--- src/rtl/xor16_arbiter.sv ---
// rtl/xor16_arbiter.sv - two-requester round-robin XOR unit with a one-deep result register
// Optional feature macro: XOR16_ARBITER_PARITY_EN (even parity of the result on p[16]).
module xor16_arbiter #(
    parameter int CNT_W = 8
) (
    input  logic             clk,
    input  logic             rst,
    input  logic             v0,
    input  logic             v1,
    input  logic [15:0]      a0,
    input  logic [15:0]      b0,
    input  logic [15:0]      a1,
    input  logic [15:0]      b1,
    output logic             g0,
    output logic             g1,
    output logic [16:0]      p,
    output logic             p_valid,
    output logic             p_id,
    input  logic             p_ready,
    output logic [CNT_W-1:0] done_cnt
);

    typedef enum logic {EMPTY, FULL} state_t;

    state_t      state;
    logic        prio;
    logic        free;
    logic        take0;
    logic        take1;
    logic        accept;
    logic [15:0] res;
    logic        par;

    // prio names the requester that wins a tie; it flips to the other side after each grant.
    always_comb begin
        free   = (state == EMPTY) || p_ready;
        take0  = free && v0 && (!v1 || !prio);
        take1  = free && v1 && (!v0 || prio);
        g0     = take0 && !rst;
        g1     = take1 && !rst;
        accept = g0 || g1;
        res    = g1 ? (a1 ^ b1) : (a0 ^ b0);
`ifdef XOR16_ARBITER_PARITY_EN
        par    = ^res;
`else
        par    = 1'b0;
`endif
    end

    always_ff @(posedge clk or posedge rst) begin
        if (rst) begin
            state    <= EMPTY;
            p        <= '0;
            p_valid  <= 1'b0;
            p_id     <= 1'b0;
            done_cnt <= '0;
            prio     <= 1'b0;
        end else begin
            if (p_valid && p_ready) begin
                done_cnt <= done_cnt + {{(CNT_W-1){1'b0}}, 1'b1};
            end
            if (accept) begin
                state   <= FULL;
                p       <= {par, res};
                p_id    <= g1;
                p_valid <= 1'b1;
                prio    <= g0;
            end else if (state == FULL && p_ready) begin
                state   <= EMPTY;
                p_valid <= 1'b0;
            end
        end
    end

endmodule

--- config.mk ---
export PLATFORM = sky130hd
export DESIGN_NAME = xor16_arbiter
export DESIGN_NICKNAME = d
export VERILOG_FILES = /design/src/rtl/xor16_arbiter.sv
export SDC_FILE = /design/constraint.sdc
export NUM_CORES = 1
export LEC_CHECK = 0
export CORE_AREA = 2 2 67 69
export CTS_BUF_LIST = sky130_fd_sc_hd__clkbuf_8
export CTS_CLUSTER_SIZE = 12
export DETAILED_ROUTE_END_ITERATION = 16
export DIE_AREA = 0 0 69 71
export PLACE_DENSITY = 0.8
export SKIP_LAST_GASP = 1
export SYNTH_ARGS = -nofsm -noshare
export SYNTH_HDL_FRONTEND = slang
export SYNTH_SLANG_ARGS = --single-unit
--- constraint.sdc ---
create_clock -name clk -period 1.7 [get_ports clk]
set_input_delay 0.34 -clock clk [delete_from_list [all_inputs] [get_ports clk]]
set_output_delay 0.34 -clock clk [all_outputs]
set_load 0.02 [all_outputs]
==> flow_summary.ini, run 1 <==
[status]
status = finished, final reports clean

[sta]
min_period_over_period = 0.966
rsz0062_at_grt = false
hold_violations = 0
worst_slack_ps = 57.7
drv_slew = 0
max_freq_mhz = 609
clock_skew_ps = 4.09
setup_viol_count_final = 0
period_minus_slack_ps = 1640
tns_ps = 0

[synth]
synthDominantCellAreaShare = 0.451
synth_cells = 148
synth-edff-count = 0
seq_area_frac_synth = 0.451
synth_cell_types = 24
synth_flop_cell = dfrtp_1
ys_top_cells_by_area = dfrtp_1 45%, xnor2_1 12%, xor2_1 11%
yosys.area.top_type = dfrtp_1
synth_seq_cells = 27
avgSynthCellArea_sq_um = 10.1
ys_warn_count = 0
synth.net_count = 218
syn-cell-area_sq_um = 1500
postSynth.asyncResetShare = 1.00

[cts]
tritoncts = built
clk_pin_slew_worst_paths_ps = 90
htree_levels = 1
clk_latency_ps = 260
holdBufCountCts = 0
cts_buffers = 3
clock_tree.root_cell = clkbuf_8
clk_path_buf_depth = 2
clock-sinks = 27

[detailed_routing]
post-route-drc-count = 0
ant_nets = 0
dr.pass1.iters = 4
vias = 1417
via_per_inst = 4.71
routed_wl_um = 3730
dr.first_iter.drc_count = 69
routedWlPerCell_um = 12.4

[setup_path]
crit_chain = clkdlybuf4s50_1
crit_end = done_cnt[4]
cp_num_cells = 1
cp_top_family = buffers and inverters
reg2reg_from = prio
crit_path_start = done_cnt[4]
cp_slowest_stage_delay_ps = 620
r2r_end = p[15]
cp-end-kind = primary output
critPathMaxFanout = 4
critPathLaunchType = flop
worstPathRequired_ps = 1360
reg2reg_slack_ps = 300
cp_slowest_cell = clkdlybuf4s50_1
path_class = reg -> out
cp.arrival_ps = 1300
reg2regPathDepth = 4
crit_buf_inv = 1

[layout]
seqCellArea_sq_um = 676
nFillCells = 360
drive_gt1_frac = 0.0843
num-nets-final = 320
antenna_cells = 0
layout_common_cells = 87 x clkdlybuf4s50_1, 27 x dfrtp_1, 20 x xnor2_1, 19 x nor2_1, 19 x xor2_1
design_area_sq_um = 2580
multiInputGateArea_sq_um = 756
final_common_cell = clkdlybuf4s50_1
area_growth_pct = 72.3

[pwr]
power_density_nw_per_um2 = 988
peakVddDrop_mv = 0.374
power_leakage_uw = 0.00110

[job]
maxCapViolations = 0

[floorplan]
core-area_sq_um = 4200
dieHeight_um = 71
initial_utilization = 0.357
fp.dieW_um = 69
io-pin-count = 98
dieArea_sq_um = 4900
rows = 24

[placed_design]
pre_cts_slack_ps = -453
placed_cell_area_sq_um = 2530
gp_congestion = 0.801
hpwlAfterDp_um = 3020
portBuffers = 96

[global_route]
first_global_vias = 1511
gr-total-overflow = 0
antenna_found_initial = 0
grt_usage = 0.165
grt_max_degree = 34
grt_pass1_wl_um = 6720

[hold_path]
hp-class = reg -> reg
[report_power, final]
part	total (uW)	internal, uW	switching [uW]
clock network	347	161	185
registers	988	835	153
logic	1220	659	557
[through the flow]
stage | hold WS, ps | total power [uW] | instances | util
floorplan | 280 | 1590 | 148 | -
global route | 514 | 2720 | 301 | 0.614
finish | 489 | 2550 | 301 | 0.614
detailed placement | 481 | 2250 | 297 | 0.602
global placement | 457 | 2220 | 297 | 0.602
CTS | 499 | 2590 | 301 | 0.611
[worst min path at each step]
stage | start | endpoint | slack, ps | cells after the start
5_1_grt | rst | state | 510 | 3
3_5_place_dp | done_cnt[5] | done_cnt[5] | 480 | 1
6_report | done_cnt[7] | done_cnt[7] | 490 | 1
4_1_cts | done_cnt[5] | done_cnt[5] | 500 | 1
3_3_place_gp | done_cnt[7] | done_cnt[7] | 460 | 1
2_1_floorplan | rst | done_cnt[0] | 280 | 1
[timing repair]
| action | 4_1_cts | 5_1_grt |
|---|---|---|
| cloned | 0 | 0 |
| gates resized for setup | 10 | 10 |
| setup endpoints to repair | 3 | 5 |
| setup buffers | 0 | 0 |
[cells by family (layout without fill, tap and decap cells)]
group / count (synthesis) / after routing / share of synthesized area
xor gates and xnor gates: 39 / 39 / 0.228
buffers and inverters: 11 / 112 / 0.0451
AOI/OAI and AO/OA: 36 / 36 / 0.151
adders and majority gates: 1 / 1 / 0.00835
and+or+nand+nor: 32 / 32 / 0.107
other: 1 / 1 / 0.00250
muxes: 1 / 1 / 0.00751
DFF: 27 / 27 / 0.451
[layout make-up]
| cell class | count | share of cell area |
|---|---|---|
| Inverter | 4 | 0.00581 |
| Clock buffer | 3 | 0.0160 |
| Tap cell | 52 | 0.0252 |
| Timing Repair Buffer | 104 | 0.397 |
| Sequential cell | 27 | 0.262 |
| Multi-Input combinational cell | 110 | 0.293 |
| Clock inverter | 1 | 0.00145 |
[synthesized netlist by cell type (2+ instances only)]
library cell   n
buf_2          3
buf_4          2
buf_6          2
dfrtp_1       27
inv_2          3
nand2_1        6
nand4_1        3
nor2_1        19
o21ai_0        5
o21ai_1       12
o22ai_1       16
xnor2_1       20
xor2_1        19
[routing by layer]
layer / track usage / wire length, um / vias to the layer above
li1: - / - / 706
met1: 0.197 / 1460 / 656
met2: 0.296 / 1980 / 53
met3: 0.0385 / 245 / 2
met4: 0.0523 / 44 / 0
met5: 0 / 0 / -
[registers in the layout (all words and copies together) (netlist names)]
name and cells:
p 16, prio 1, p_id 1, done_cnt 8, state 1
Note: power is estimated with default switching activity, not from simulation.
==> run 2, diff against run 1 <==
CORE_AREA = 2 2 53 55   (was 2 2 67 69)
DIE_AREA = 0 0 55 57   (was 0 0 69 71)
DONT_BUFFER_PORTS = 1   (was not set)
PLACE_DENSITY = 0.74   (was 0.8)
SKIP_CTS_REPAIR_TIMING = 1   (was not set)
==> run 2 against run 1 <==
Effect of this change: clock power barely moved; sequential power rose by 28%; combinational power fell by 65%; largest cell class is now multi-input combinational cells; critical path type unchanged.
==> flow_summary.ini, run 2 (synthesis results as in run 1) <==
[layout]
design_area_sq_um = 1580
num-nets-final = 222
layout_common_cells = 26 x dfrtp_1, 20 x xnor2_1, 19 x nor2_1, 19 x xor2_1, 16 x o22ai_1
antenna_cells = 0
fin_util = 0.603
reg.largest.list = p: 16 flops, done_cnt: 8 flops
drive_gt1_frac = 0.113
final_common_cell = dfrtp_1
area_growth_pct = 5.26
largest_reg_flops = 16
layout.cells.non_filler = 182
regMostFlops = p

[floorplan]
initial_utilization = 0.573
rows = 19
dieHeight_um = 57
fp.dieW_um = 55
dieArea_sq_um = 3140
io-pin-count = 98
core-area_sq_um = 2620

[placed_design]
gp_congestion = 0.733
hpwlAfterDp_um = 2430
portBuffers = 0
placed_cell_area_sq_um = 1530
placedCellCount = 178
pre_cts_slack_ps = 240

[status]
status = finished, final reports clean

[setup_path]
reg2regPathDepth = 5
reg2reg_slack_ps = 340
cp_slowest_cell = dfrtp_2
crit_path_start = state
reg2reg_from = state
path_class = reg -> out
cp-end-kind = primary output
critPathLaunchType = flop
cp_slowest_stage_delay_ps = 480
cp_num_cells = 4
crit_buf_inv = 2
critPathMaxFanout = 5
cp_top_family = flip-flops
crit_end = g1
crit_chain = nand2b_4 -> o2111ai_4 -> inv_1 -> buf_4
worstPathRequired_ps = 1360
r2r_end = p[5]
cp.arrival_ps = 1260

[global_route]
grt_max_degree = 23
first_global_vias = 1152
grt_usage = 0.202
grt_pass1_wl_um = 4690
gr-total-overflow = 0
antenna_found_initial = 0

[pwr]
power_density_nw_per_um2 = 1290
power_leakage_uw = 0.000670
peakVddDrop_mv = 0.756

[sta]
setup_viol_count_final = 0
drv_slew = 0
period_minus_slack_ps = 1600
worst_slack_ps = 104
hold_violations = 0
min_period_over_period = 0.939
holdWs_ps = 43.5
clock_skew_ps = 2.47
max_freq_mhz = 627
rsz0062_at_grt = false

[detailed_routing]
routed_wl_um = 3040
routedWlPerCell_um = 16.7
via_per_inst = 6.02
ant_nets = 0
post-route-drc-count = 0
dr.first_iter.drc_count = 14
dr.pass1.iters = 4
vias = 1095

[cts]
htree_levels = 1
clk_latency_ps = 260
clock-sinks = 27
clk_path_buf_depth = 2
clock_tree.root_cell = clkbuf_8
cts_buffers = 3
tritoncts = built
clk_pin_slew_worst_paths_ps = 90

[job]
maxCapViolations = 0

[hold_path]
hp-class = in -> async
## run 2: report_power, final
group	switching, uW	internal [uW]	total (uW)	leakage [uW]
Clock	185	161	346	0.0000269
Combinational	204	227	431	0.000319
Sequential	431	833	1260	0.000323
Total	820	1220	2040	0.000670
## run 2: worst register-to-register path: stages (launching register included)
cell and delay (ps):
dfrtp_2 470, nand2b_4 110, nand4_4 110, clkinv_2 260
nor2_1 200, o22ai_1 110
## run 2: metal layers
metal,global-route usage,vias to the layer above,routed length (um)
met3,0.0471,8,203
met4,0.0801,0,76
met5,0,-,0
met1,0.218,527,1030
met2,0.364,54,1730
li1,-,506,-
## run 2: per-stage QoR
stage	TNS [ps]	power [uW]
after global placement	0	1670
after CTS	-6.51	2060
after detailed placement	0	1710
after floorplan	0	1590
final	0	2040
after global routing	0	2160
## run 2: final cells by class
type / count / area (sq um)
clock buffer: 3 / 41.3
clock inverter: 1 / 3.75
fill: 246 / 1040
inverter: 4 / 16.3
multi-input combinational: 110 / 756
sequential: 27 / 677
tap: 31 / 38.8
timing repair buffer: 6 / 45.0
## run 2: how the worst min path moves through the flow
stage          depth (start not counted)  slack [ps]     endpoint
6_report                               2          40        p[11]
4_1_cts                                2          50         p[0]
2_1_floorplan                          1         280  done_cnt[0]
3_5_place_dp                           2         330         prio
5_1_grt                                2          50         p[4]
3_3_place_gp                           2         320         prio
==> run 3, diff against run 2 <==
SLEW_MARGIN = 10   (was not set)
==> results of run 3 <==
No change in the layout: final DEF, timing and power equal those of run 2.
